## src/rtl/pc_sequencer.sv

```systemverilog
// rtl/pc_sequencer.sv - program-counter unit: next-PC select, boot/run/halt FSM, fetch counter, misalign flag
module pc_sequencer #(
    parameter int              ADDR_W    = 32,
    parameter logic [ADDR_W-1:0] RESET_VEC = '0,
    parameter int              CNT_W     = 32
) (
    input  logic              clk,
    input  logic              rst,
    input  logic              stall_i,
    input  logic              halt_i,
    input  logic              resume_i,
    input  logic              br_take_i,
    input  logic [15:0]       br_off_i,
    input  logic              jmp_i,
    input  logic [25:0]       jmp_tgt_i,
    input  logic              jr_i,
    input  logic [ADDR_W-1:0] jr_addr_i,
    output logic [ADDR_W-1:0] pc_o,
    output logic [ADDR_W-1:0] pc_plus4_o,
    output logic              fetch_vld_o,
    output logic              halted_o,
    output logic              misalign_o,
    output logic [CNT_W-1:0]  fetch_cnt_o
);

    typedef enum logic [1:0] {
        ST_BOOT = 2'd0,
        ST_RUN  = 2'd1,
        ST_HALT = 2'd2
    } state_t;

    state_t            state, state_nxt;
    logic [ADDR_W-1:0] pc, pc_nxt;
    logic [ADDR_W-1:0] br_off_ext;
    logic [CNT_W-1:0]  cnt;
    logic              mis;
    logic              advance;

    assign pc_plus4_o  = pc + ADDR_W'(4);
    assign br_off_ext  = {{(ADDR_W-18){br_off_i[15]}}, br_off_i, 2'b00};
    assign pc_o        = pc;
    assign fetch_cnt_o = cnt;
    assign misalign_o  = mis;
    assign halted_o    = (state == ST_HALT);

    always_comb begin
        state_nxt   = state;
        fetch_vld_o = 1'b0;
        advance     = 1'b0;
        case (state)
            ST_BOOT: state_nxt = ST_RUN;
            ST_RUN: begin
                fetch_vld_o = ~stall_i;
                advance     = ~stall_i & ~halt_i;
                if (~stall_i && halt_i)
                    state_nxt = ST_HALT;
            end
            ST_HALT: begin
                // The resume edge only restarts fetch; PC moves on the following edge.
                if (resume_i)
                    state_nxt = ST_RUN;
            end
            default: state_nxt = ST_BOOT;
        endcase
    end

    always_comb begin
        pc_nxt = pc_plus4_o;
        if (jr_i)
            pc_nxt = {jr_addr_i[ADDR_W-1:2], 2'b00};
        else if (jmp_i)
            pc_nxt = {pc_plus4_o[ADDR_W-1:28], jmp_tgt_i, 2'b00};
        else if (br_take_i)
            pc_nxt = pc_plus4_o + br_off_ext;
    end

    always_ff @(posedge clk or posedge rst) begin
        if (rst) begin
            state <= ST_BOOT;
            pc    <= RESET_VEC;
            cnt   <= '0;
            mis   <= 1'b0;
        end else begin
            state <= state_nxt;
            if (advance) begin
                pc  <= pc_nxt;
                cnt <= cnt + CNT_W'(1);
                if (jr_i && (jr_addr_i[1:0] != 2'b00))
                    mis <= 1'b1;
            end
        end
    end

endmodule
```

## config.mk

```make
export PLATFORM = sky130hd
export DESIGN_NAME = pc_sequencer
export DESIGN_NICKNAME = d
export VERILOG_FILES = /design/src/rtl/pc_sequencer.sv
export SDC_FILE = /design/constraint.sdc
export NUM_CORES = 1
export LEC_CHECK = 0
export CORE_UTILIZATION = 56
export DETAILED_ROUTE_END_ITERATION = 12
export DONT_BUFFER_PORTS = 1
export MAX_ROUTING_LAYER = met4
export PLACE_DENSITY = 0.74
export SYNTH_ARGS = -nofsm -noshare
export SYNTH_HDL_FRONTEND = slang
export SYNTH_SLANG_ARGS = --single-unit
```

## constraint.sdc

```tcl
create_clock -name clk -period 4.3 [get_ports clk]
set_input_delay 0.86 -clock clk [delete_from_list [all_inputs] [get_ports clk]]
set_output_delay 0.86 -clock clk [all_outputs]
set_load 0.01 [all_outputs]
```

* Yosys cells after proc, flatten, opt, wreduce, memory -nomap -nowiden
Cells that the tools add are included.
Cells by class: mux-type cells 8, $add $sub $neg 3, eq/ne operators 4, bitwise logic cells 3, reductions and logical operators 6
Operators by type and width (number):
- 32-bit two-way mux | 3
- 32-bit by 1-bit adder with 32-bit output (second input constant) | 1
- 32-bit by 3-bit adder with 32-bit output (second input constant) | 1
- 32-bit adder | 1
- 2-bit one-hot mux with 3 select lines | 1
- 2-bit two-way mux | 2
- 2-bit != test (second input constant) | 2
- 2-bit AND reduction | 2
- 2-bit by 1-bit equality test with 1-bit output (second input constant) | 1
- 2-bit equality test (second input constant) | 1
- 1-bit logical AND | 2
- 2-bit logical NOT | 1
- 1-bit two-way mux | 2
- 1-bit inverter | 2
- 2-bit nonzero test | 1
- 1-bit bitwise AND | 1
Word-level totals: register bits 67, input port bits 82, output and inout bits 99

* Depth between registers and ports, before layout
Gate-level depths: netlist of the first run.
word-level depth 5, mapped depth 16

* Worst setup path after synthesis of the first run
Ideal clock, no wire load.
path kind flip-flop to flip-flop, from register pc[2], in the netlist pc_o[2], to register pc[31], in the netlist pc_o[31], buffers on the path 0, arrival time 3387 ps, cell stages (with the launch flop) 15, setup slack 782 ps, period minus slack after synthesis 3518 ps, cells stage by stage dfrtp_1 -> ha_1 -> inv_1 -> nor2_1 -> and2_1 -> nand3_1 -> xnor2_1 -> ha_1 -> a21oi_1 -> o21ai_0 -> a21o_1 -> o2111ai_1 -> a211oi_1 -> o211a_1 -> or3b_1
Between the ends: longest elaborated chain between the ends 5
Ends and longest elaborated chain:
- start: declaration | RTL line 33 | logic [ADDR_W-1:0] pc, pc_nxt;
- start signal: assignment | RTL line 86 | pc <= pc_nxt;
- 32-bit by 3-bit adder with 32-bit output | RTL line 39 | assign pc_plus4_o = pc + ADDR_W'(4);
- via pc_plus4_o[16] | RTL line 19 | output logic [ADDR_W-1:0] pc_plus4_o,
- 32-bit adder | RTL line 74 | pc_nxt = pc_plus4_o + br_off_ext;
- 32-bit two-way mux | RTL line 73 | else if (br_take_i)
- 32-bit two-way mux | RTL line 71 | else if (jmp_i)
- 32-bit two-way mux | RTL line 69 | if (jr_i)
The timed path passes the listed nets, and every way through them passes these cells. A chain may end at the register's enable or synchronous reset.

* Worst setup path after layout of the first run
from register pc[8], in the netlist pc_o[8], to register pc[31], in the netlist pc_o[31]
Between the ends: longest elaborated chain between the ends 5
Ends and longest elaborated chain (RTL line):
- 32-bit by 3-bit adder with 32-bit output (*) | 39
- 32-bit adder | 74
- 32-bit two-way mux | 73
- 32-bit two-way mux (*) | 71
- 32-bit two-way mux (*) | 69
Every way passes the cells marked *; elsewhere a longest branch is shown, timed or not.

==> impl_metrics.ini, run 1 <==
[floorplanning]
fp.dieW_um = 102
ios = 181
dieArea_um2 = 10300
initial_utilization = 0.574
core_area_um2 = 9680
rows = 36
die_height_um = 102

[worst_hold_path]
hold_class = flip-flop to flip-flop
min_from = state[0]

[cells_and_area]
area_growth_pct = 7.92
multi_input_area_um2 = 3760
fill_cells = 866
final_area_um2 = 6000
drive_gt1_frac = 0.0804
seq_area_um2 = 1630
nNetsFinal = 799

[sta]
rsz0062_at_grt = no
slew_headroom = 0.322
tightest_slew_ns = 1.01
hold_viol_final = 0
fin_setup_tns_ns = 0
finalMaxSlewViolations = 0
fmax_mhz = 253
setup_violations = 0
finalClockSkew_ns = 0.0118
period_minus_slack_ns = 3.96
period_share = 0.921

[clocking]
clk_latency_ns = 0.37
clkSinkCount = 65
cts_tree = built
cts_buffer_depth = 2
ctsHoldBuffers = 0
cts_max_level = 3
post_cts_buffers = 0
clk_pin_slew_ns = 0.09
root_buffer = clkbuf_8
cts_buffers = 9
cts_resized = 0

[grt]
grt_use_total = 0.342
grt_pass1_vias = 5158
grt_max_degree = 42
grt_overflow_total = 0
antenna_found_initial = 1
grt_pass1_wl_um = 26100

[power_and_ir_drop]
p_per_area_nw_per_um2 = 519
p_leak_nw = 2.64
p_sw_frac = 0.474
cell_internal_pwr_mw = 1.64
seq_power_share = 0.322
pwr-share-clk = 0.181
vdd_drop_max_uv = 223
p_switching_mw = 1.48
combPwrFrac = 0.497

[detailed_routing]
route.vias.total = 5421
dr.pass1.iters = 6
drc = 0
drtAntennaViolNets = 0
drt-vias-per-instance = 6.63
initialDrtViolationCount = 307
wl_per_cell_um = 21.2
wirelength_um = 17400

[setup_path]
rr_startpoint = pc_o[8]
crit_arrival_ns = 4.21
path_delay_family = simple AND/OR/NAND/NOR gates
crit_path_end_kind = flip-flop
cp.required_ns = 4.56
worstPathMaxFanout = 7
critical_path_class = flip-flop to flip-flop
critPathSlowestCell = dfrtp_1
critPathBufInv = 0
start_kind = flip-flop
cp-startpoint = pc_o[8]
cpPeakStageDelay_ns = 0.52
worstPathCellList = and4_1, nor4b_4, nand3_1, nor2_1, xor2_1, ha_1, nand2_1, o21ai_0, a21o_1, o2111ai_1, a211oi_1, o211a_1, or3b_1

[logic_synthesis]
syn_area_per_cell_um2 = 8.30
ys_seq_area_frac = 0.293
yosysUniqueCellTypes = 65
synth.largest_area_cell = dfrtp_1
netlist_area_um2 = 5560
async_flop_share = 1.00
synth_ff_type = dfrtp_1
synth.most_common_cell = dfrtp_1
netlist.area_leader.share = 0.293
synth_seq_cells = 65
yosysWarnings = 0
yosys-top-cells-count = dfrtp_1 (65), nand2_1 (59), a21oi_1 (55), nor2_1 (51), xnor2_1 (48)
synth_cells = 670
synth_edf_count = 0
synth_area_leaders = dfrtp_1 (29%), ha_1 (8.3%), xnor2_1 (7.6%)

[status]
outcome = completed

[flow_run]
drv_cap = 0

[placement]
gp_congestion = 0.952
io_buffers = 0
post_dp_cell_area_um2 = 5800
dp_hpwl_um = 12800
-- sequential cells by signal, indices dropped and copies added (netlist names) --
| signal | cells |
|---|---|
| pc_o | 30 |
| state | 2 |
| misalign_o | 1 |
| fetch_cnt_o | 32 |
-- routing by layer --
metal	vias up	wire length, µm	track usage
li1	2471	-	-
met2	316	8370	0.560
met3	48	1580	0.0738
met5	-	0	-
met1	2586	6800	0.383
met4	0	632	0.202
-- final cells by class --
class,instances,area share
flip-flops and latches,65,0.271
inverters,18,0.0113
clock inverters,7,0.0129
well taps,133,0.0277
repair buffers,24,0.0300
diodes,1,0.000417
multi-input cells,561,0.626
clock buffers,9,0.0206
-- worst reg2reg max path, cell delays in order, from the launching register on --
cell	delay, ns
dfrtp_1	0.52
and4_1	0.30
nor4b_4	0.41
nand3_1	0.25
nor2_1	0.18
xor2_1	0.27
ha_1	0.33
nand2_1	0.08
o21ai_0	0.12
a21o_1	0.23
o2111ai_1	0.41
a211oi_1	0.17
o211a_1	0.23
or3b_1	0.34
-- layout by cell type (no fill, tap or decap), types with 9 or more instances in the layout --
cell      count
dfrtp_1      65
buf_4        24
xor2_1       24
o211ai_1     14
nand3_1      38
nor3_1       12
nand4_1      15
a211oi_1     10
o21ai_0      44
ha_1         37
and3_1       21
a21o_1       16
a21oi_1      55
xnor2_1      48
mux2i_1      11
nor2_1       51
inv_1        15
nand2_1      59
clkbuf_8      9
-- power by group through the flow --
stage / registers, mW / logic (mW) / clock network, mW
2_1_floorplan: 0.942 / 1.17 / 0
3_3_place_gp: 1.00 / 1.48 / 0
3_5_place_dp: 1.01 / 1.51 / 0
4_1_cts: 0.996 / 1.52 / 0.563
5_1_grt: 1.02 / 1.70 / 0.591
6_report: 1.00 / 1.55 / 0.564
-- worst paths after layout --
kind	slack (ns)	cells past startpoint	endpoint
hold / removal	0.54	1	state[0]
min in group asynchronous	0.57	1	pc_o[31]
setup reg to reg	0.34	13	pc_o[31]
hold reg to reg	0.54	1	state[0]
max in group asynchronous	2.86	2	fetch_cnt_o[0]
setup / recovery	0.34	13	pc_o[31]
-- logic make-up after synthesis --
group                      share of synthesized area
other                                       0.000674
and+or+nand+nor                                0.225
muxes                                         0.0198
adders and majority gates                     0.0869
DFF                                            0.293
buffers and inverters                         0.0344
xor gates and xnor gates                       0.116
AOI/OAI and AO/OA                              0.224
-- through the flow --
stage           util  worst slack (ns)  cells  power, mW  hold WS, ns
2_1_floorplan      -             0.782    673       2.11        0.470
3_3_place_gp   0.599             0.487    801       2.48        0.491
3_5_place_dp   0.599             0.410    801       2.52        0.508
4_1_cts        0.619             0.344    817       3.08        0.544
5_1_grt        0.620            0.0909    818       3.31        0.566
6_report       0.620             0.342    818       3.11        0.538
No activity file was read; power rests on OpenSTA's default activity.
==> run 2: changes to the inputs <==
Settings changed: ABC_CLOCK_PERIOD_IN_PS set to 4300, CORE_ASPECT_RATIO set to 1.25.
==> run 2 against run 1 <==
Largest cell class unchanged. First-iteration DRC count shrank 11%. Clock-buffer cell count is the same. Core utilization increased by 1.7 points. Non-clock buffer count grew 2. Power rose by 7.1%. Clock skew fell by 0.0049 ns. Worst setup slack better by 0.049 ns. Global-route usage up 2.7 points. Maximum frequency is 1.3% higher. Final cell count decreased by 0.61%. Flip-flop and latch count stayed put. Largest power group unchanged. Critical path type unchanged. Worst hold slack got worse by 0.022 ns.
==> impl_metrics.ini, run 2 (same netlist as run 1, synthesis figures left out) <==
[power_and_ir_drop]
total_power_mw = 3.34
p_per_area_nw_per_um2 = 545
vdd_drop_max_uv = 261
p_leak_nw = 2.69

[placement]
dp_hpwl_um = 13400
io_buffers = 0
gp_congestion = 1.01
dp.cells = 796

[clocking]
clkSinkCount = 65
cts_buffers = 9
cts_max_level = 3
ctsHoldBuffers = 0
cts_tree = built
root_buffer = clkbuf_16
cts_buffer_depth = 2
clk_latency_ns = 0.33
clk_pin_slew_ns = 0.06

[setup_path]
r2r-end = pc_o[26]
start_kind = flip-flop
crit_arrival_ns = 4.12
cp.required_ns = 4.51
ff2ff_path_depth = 15
critical_path_class = flip-flop to flip-flop
crit_path_end_kind = flip-flop
rr_startpoint = pc_o[2]
rrSetupSlack_ns = 0.39
worstPathMaxFanout = 6

[detailed_routing]
drtAntennaViolNets = 0
dr.pass1.iters = 5
route.vias.total = 5463
wl_per_cell_um = 22.4
drc = 0
initialDrtViolationCount = 274
wirelength_um = 18200
drt-vias-per-instance = 6.72

[grt]
grt_overflow_total = 0
grt_use_total = 0.369
grt_max_degree = 46
grt_pass1_wl_um = 28800
antenna_found_initial = 1
grt_pass1_vias = 5467

[cells_and_area]
final_util = 0.637
layout_commonest_cell = dfrtp_1
nNetsFinal = 801
drive_gt1_frac = 0.0860
layout_common_cells = dfrtp_1 (65), nand2_1 (59), a21oi_1 (55), nor2_1 (50), xnor2_1 (48)
fill_cells = 834
fin_cells = 813
area_growth_pct = 10.0
largest_reg_flops = 32

[floorplanning]
initial_utilization = 0.579
dieArea_um2 = 10300
die_height_um = 113
rows = 40
core_area_um2 = 9610
ios = 181
fp.dieW_um = 91.1

[sta]
hold_ws_ns = 0.516
finalClockSkew_ns = 0.00687
rsz0062_at_grt = no
fin_setup_tns_ns = 0
fmax_mhz = 256
hold_viol_final = 0
finalMaxSlewViolations = 0
period_minus_slack_ns = 3.91
tightest_slew_ns = 1.07
period_share = 0.909
setup_violations = 0
slew_headroom = 0.284

[worst_hold_path]
min_from = state[0]
min_to = state[0]
hold_class = flip-flop to flip-flop
hold_depth = 1

[flow_run]
drv_cap = 0

[status]
outcome = completed
==> run 2: cell types whose count changed in the layout (fill, tap and decap cells not counted), sizes merged <==
cell / change
clkinvlp: +1
clkinv: -1
buf: +2
==> run 2: power breakdown <==
part	switching [mW]	leakage (nW)	internal, mW	total [mW]
sequential	0.269	0.829	0.729	0.997
clock	0.302	0.144	0.455	0.757
combinational	0.934	1.72	0.647	1.58
==> run 2: final cells by class <==
class | count | area [µm²] | area share
Multi-Input combinational cell | 561 | 3760 | 0.615
Inverter | 18 | 67.6 | 0.0110
Sequential cell | 65 | 1630 | 0.266
Clock inverter | 7 | 78.8 | 0.0129
Antenna cell | 1 | 2.50 | 0.000409
Tap cell | 126 | 158 | 0.0258
Clock buffer | 9 | 225 | 0.0368
Timing Repair Buffer | 26 | 195 | 0.0319
==> run 2: metrics by stage <==
step | instance area (µm²) | worst slack [ns]
2_1_floorplan | 5570 | 0.782
4_1_cts | 6110 | 0.228
5_1_grt | 6120 | 0.112
6_report | 6120 | 0.391
3_5_place_dp | 5800 | 0.250
3_3_place_gp | 5800 | 0.346
==> run 2: critical path, stage by stage, from the launching register on <==
cell and delay [ns]:
dfrtp_1 0.50, ha_1 0.30, inv_1 0.07, nor2_2 0.28, nand3_1 0.17, nor2_1 0.18, xor2_1 0.38, ha_1 0.38
and2_1 0.25, a21oi_1 0.22, inv_1 0.09, o2bb2ai_1 0.13, o21bai_1 0.21, or3_1 0.37, a21oi_1 0.16, o21ai_0 0.11
==> run 2: worst max path at each step <==
| stage | slack, ns | depth (start not counted) | to | startpoint |
|---|---|---|---|---|
| final | 0.39 | 15 | pc_o[26] | pc_o[2] |
| after global routing | 0.11 | 15 | pc_o[26] | pc_o[2] |
| after CTS | 0.23 | 14 | pc_o[31] | pc_o[2] |
| after detailed placement | 0.25 | 14 | pc_o[31] | pc_o[2] |
| after global placement | 0.35 | 14 | pc_o[31] | pc_o[2] |
| after floorplan | 0.78 | 14 | pc_o[31] | pc_o[2] |
==> run 2: routing by layer <==
metal	track usage	part of all wire	vias up
met5	-	0	-
met4	0.151	0.035	0
met3	0.0847	0.088	51
met2	0.641	0.50	304
met1	0.409	0.37	2624
li1	-	-	2484
==> run 2: repair_timing <==
action / 4_1_cts / 5_1_grt
resized for setup: 0 / 2
buffers inserted: 0 / 0
setup endpoints to repair: 0 / 3
==> run 3: changes to the inputs <==
Settings changed: ABC_AREA set to 1, ABC_CLOCK_PERIOD_IN_PS 4300 to unset.
Clock period 4.3 ns to 4.8 ns, I/O delays scaled along.
==> run 3 against run 2 <==
Maximum frequency is 7.4% higher. Critical path depth is 5 higher. Via count is 28% higher. Non-clock buffer count is 24 lower. Sequential power is 5% higher. Clock power is 16% lower. Power is 22% higher. Synthesized cell count is 72% higher. First-iteration DRC count is 46% higher. Sequential share of layout area is 4.2 points lower. Global-route usage is 1.6 points lower. Combinational power is 51% higher.
==> impl_metrics.ini, run 3 <==
[setup_path]
critPathSlowestCell = dfrtp_1
worstPathCellList = ha_1, nand3_2, inv_1, nand2_1, nor2_2, xor2_1, ha_1, nand2_1, inv_1, nand2_1, nand2_1, nand3b_1, nand2_1, nand2_1, nand2_1, nand3_1, nand2_1, nand2_1, nand2_1, nand2_1
worstPathMaxFanout = 7
crit_arrival_ns = 3.86
cpPeakStageDelay_ns = 0.51
critical_path_class = flip-flop to flip-flop
start_kind = flip-flop
path_common_cell = nand2_1
path_delay_family = simple AND/OR/NAND/NOR gates
crit_path_end_kind = flip-flop
cp.required_ns = 5.02
critPathBufInv = 2

[placement]
io_buffers = 0
dp_hpwl_um = 17400
gp_congestion = 0.993
post_dp_cell_area_um2 = 6990

[logic_synthesis]
synth_cells = 1155
yosysWarnings = 0
synth_top_family_by_area = simple AND/OR/NAND/NOR gates
synthMuxAreaShare = 0
synth_area_leaders = dfrtp_1 (24%), nand2_1 (22%), inv_1 (9.4%)
netlist_area_um2 = 6870
synth-simple-area-share = 0.422
synth_edf_count = 0
yosysUniqueCellTypes = 40
synth_ff_type = dfrtp_1
async_flop_share = 1.00
netlist.area_leader.share = 0.237
synthAdderAreaFrac = 0.0703
synth_seq_cells = 65
yosys-top-cells-count = nand2_1 (406), inv_1 (172), nor2_1 (132), nand3_1 (66), dfrtp_1 (65)
synthXorXnorAreaFrac = 0.0701
synth-compound-area-share = 0.0879
synth.most_common_cell = nand2_1
syn_area_per_cell_um2 = 5.95
ys_seq_area_frac = 0.237
synth.largest_area_cell = dfrtp_1

[sta]
finalClockSkew_ns = 0.00606
hold_viol_final = 0
fin_setup_tns_ns = 0
tightest_slew_ns = 0.986
period_minus_slack_ns = 3.64
slew_headroom = 0.338
rsz0062_at_grt = no
period_share = 0.758
finalMaxSlewViolations = 0
fmax_mhz = 275
setup_violations = 0

[clocking]
clk_latency_ns = 0.33
cts_max_level = 3
cts_tree = built
cts_buffer_depth = 2
cts_buffers = 9
ctsHoldBuffers = 0
cts_resized = 0
clkSinkCount = 65
root_buffer = clkbuf_16
clk_pin_slew_ns = 0.05
post_cts_buffers = 0

[detailed_routing]
drt-vias-per-instance = 5.33
dr.pass1.iters = 6
initialDrtViolationCount = 400
drtAntennaViolNets = 0
drc = 0
wl_per_cell_um = 16.2
route.vias.total = 6983
wirelength_um = 21200

[grt]
grt_max_degree = 59
antenna_found_initial = 0
gr-usage-met1 = 0.405
grt_use_total = 0.353
met3_usage = 0.0577
grt-busiest-layer = met2
grtUsageMet2 = 0.595
grt_overflow_total = 0
grt_pass1_vias = 6791
grt_pass1_wl_um = 33300

[cells_and_area]
nNetsFinal = 1265
multi_input_area_um2 = 4490
layout_commonest_cell = nand2_1
drive_gt1_frac = 0.0391
fill_cells = 1274
area_growth_pct = 5.88
seq_area_um2 = 1630
layout_common_cells = nand2_1 (406), inv_1 (171), nor2_1 (132), nand3_1 (66), dfrtp_1 (65)
final_area_um2 = 7280
n_antenna_cell = 0
largest_reg_flops = 32

[floorplanning]
rows = 44
initial_utilization = 0.583
fp.dieW_um = 101
core_area_um2 = 11800
ios = 181
die_height_um = 126
dieArea_um2 = 12700

[flow_run]
drv_cap = 0

[power_and_ir_drop]
vdd_drop_max_uv = 398
p_per_area_nw_per_um2 = 558
p_leak_nw = 4.11

[status]
outcome = completed

[worst_hold_path]
hold_class = flip-flop to flip-flop
## run 3: cell types whose count changed after synthesis, moves of 14 or more
cell | previous run | this run
nor2_1 | 51 | 132
o211ai_1 | 14 | 0
xor2_1 | 24 | 39
and3_1 | 21 | 0
nand2_1 | 59 | 406
inv_1 | 16 | 172
a21o_1 | 16 | 2
xnor2_1 | 48 | 16
nand3_1 | 38 | 66
## run 3: worst paths after layout
check | start | to | slack (ns) | depth (start not counted)
max | pc_o[2] | pc_o[29] | 1.16 | 20
min | state[0] | state[0] | 0.54 | 1
max reg2reg | pc_o[2] | pc_o[29] | 1.16 | 20
min reg2reg | state[0] | state[0] | 0.54 | 1
max in group asynchronous | rst | fetch_cnt_o[10] | 3.31 | 2
min in group asynchronous | rst | pc_o[6] | 0.60 | 1
## run 3: layout make-up
cell class | instances | area share
clock inverters | 3 | 0.00550
clock buffers | 13 | 0.0344
flip-flops and latches | 65 | 0.223
inverters | 175 | 0.0903
repair buffers | 2 | 0.00206
well taps | 161 | 0.0277
multi-input cells | 892 | 0.617
## run 3: power breakdown
| group | internal, mW | switching [mW] |
|---|---|---|
| sequential | 0.695 | 0.351 |
| combinational | 0.763 | 1.62 |
| clock | 0.414 | 0.222 |
| total | 1.87 | 2.19 |
## run 3: logic make-up after synthesis
| family | after synthesis |
|---|---|
| DFF | 65 |
| adders and majority gates | 38 |
| buffers and inverters | 201 |
| other | 1 |
| xor gates and xnor gates | 55 |
| AOI/OAI and AO/OA | 114 |
| and+or+nand+nor | 681 |
## run 3: layer usage
layer  routed length (µm)  share of wire  vias to the layer above
met3                 1300          0.061                       55
met5                    0              0                        -
met2                10300           0.49                      241
li1                     -              -                     3577
met1                 8690           0.41                     3110
met4                  909          0.043                        0
## run 3: worst reg2reg max path, delay by kind of cell (launching register included)
| family | cells | cell delay (ns) |
|---|---|---|
| and+or+nand+nor | 15 | 1.67 |
| adders and majority gates | 2 | 0.72 |
| DFF | 1 | 0.51 |
| xor gates and xnor gates | 1 | 0.49 |
| buffers and inverters | 2 | 0.13 |
## run 3: metrics by stage
step           total power, mW  setup slack (ns)  hold slack, ns  std cells   util
3_3_place_gp              3.38              1.30           0.524       1295  0.593
3_5_place_dp              3.39              1.24           0.525       1295  0.593
5_1_grt                   4.45             0.784           0.548       1311  0.618
6_report                  4.06              1.16           0.537       1311  0.618
2_1_floorplan             2.79              1.85           0.504       1158      -
4_1_cts                   4.05              1.20           0.537       1311  0.618
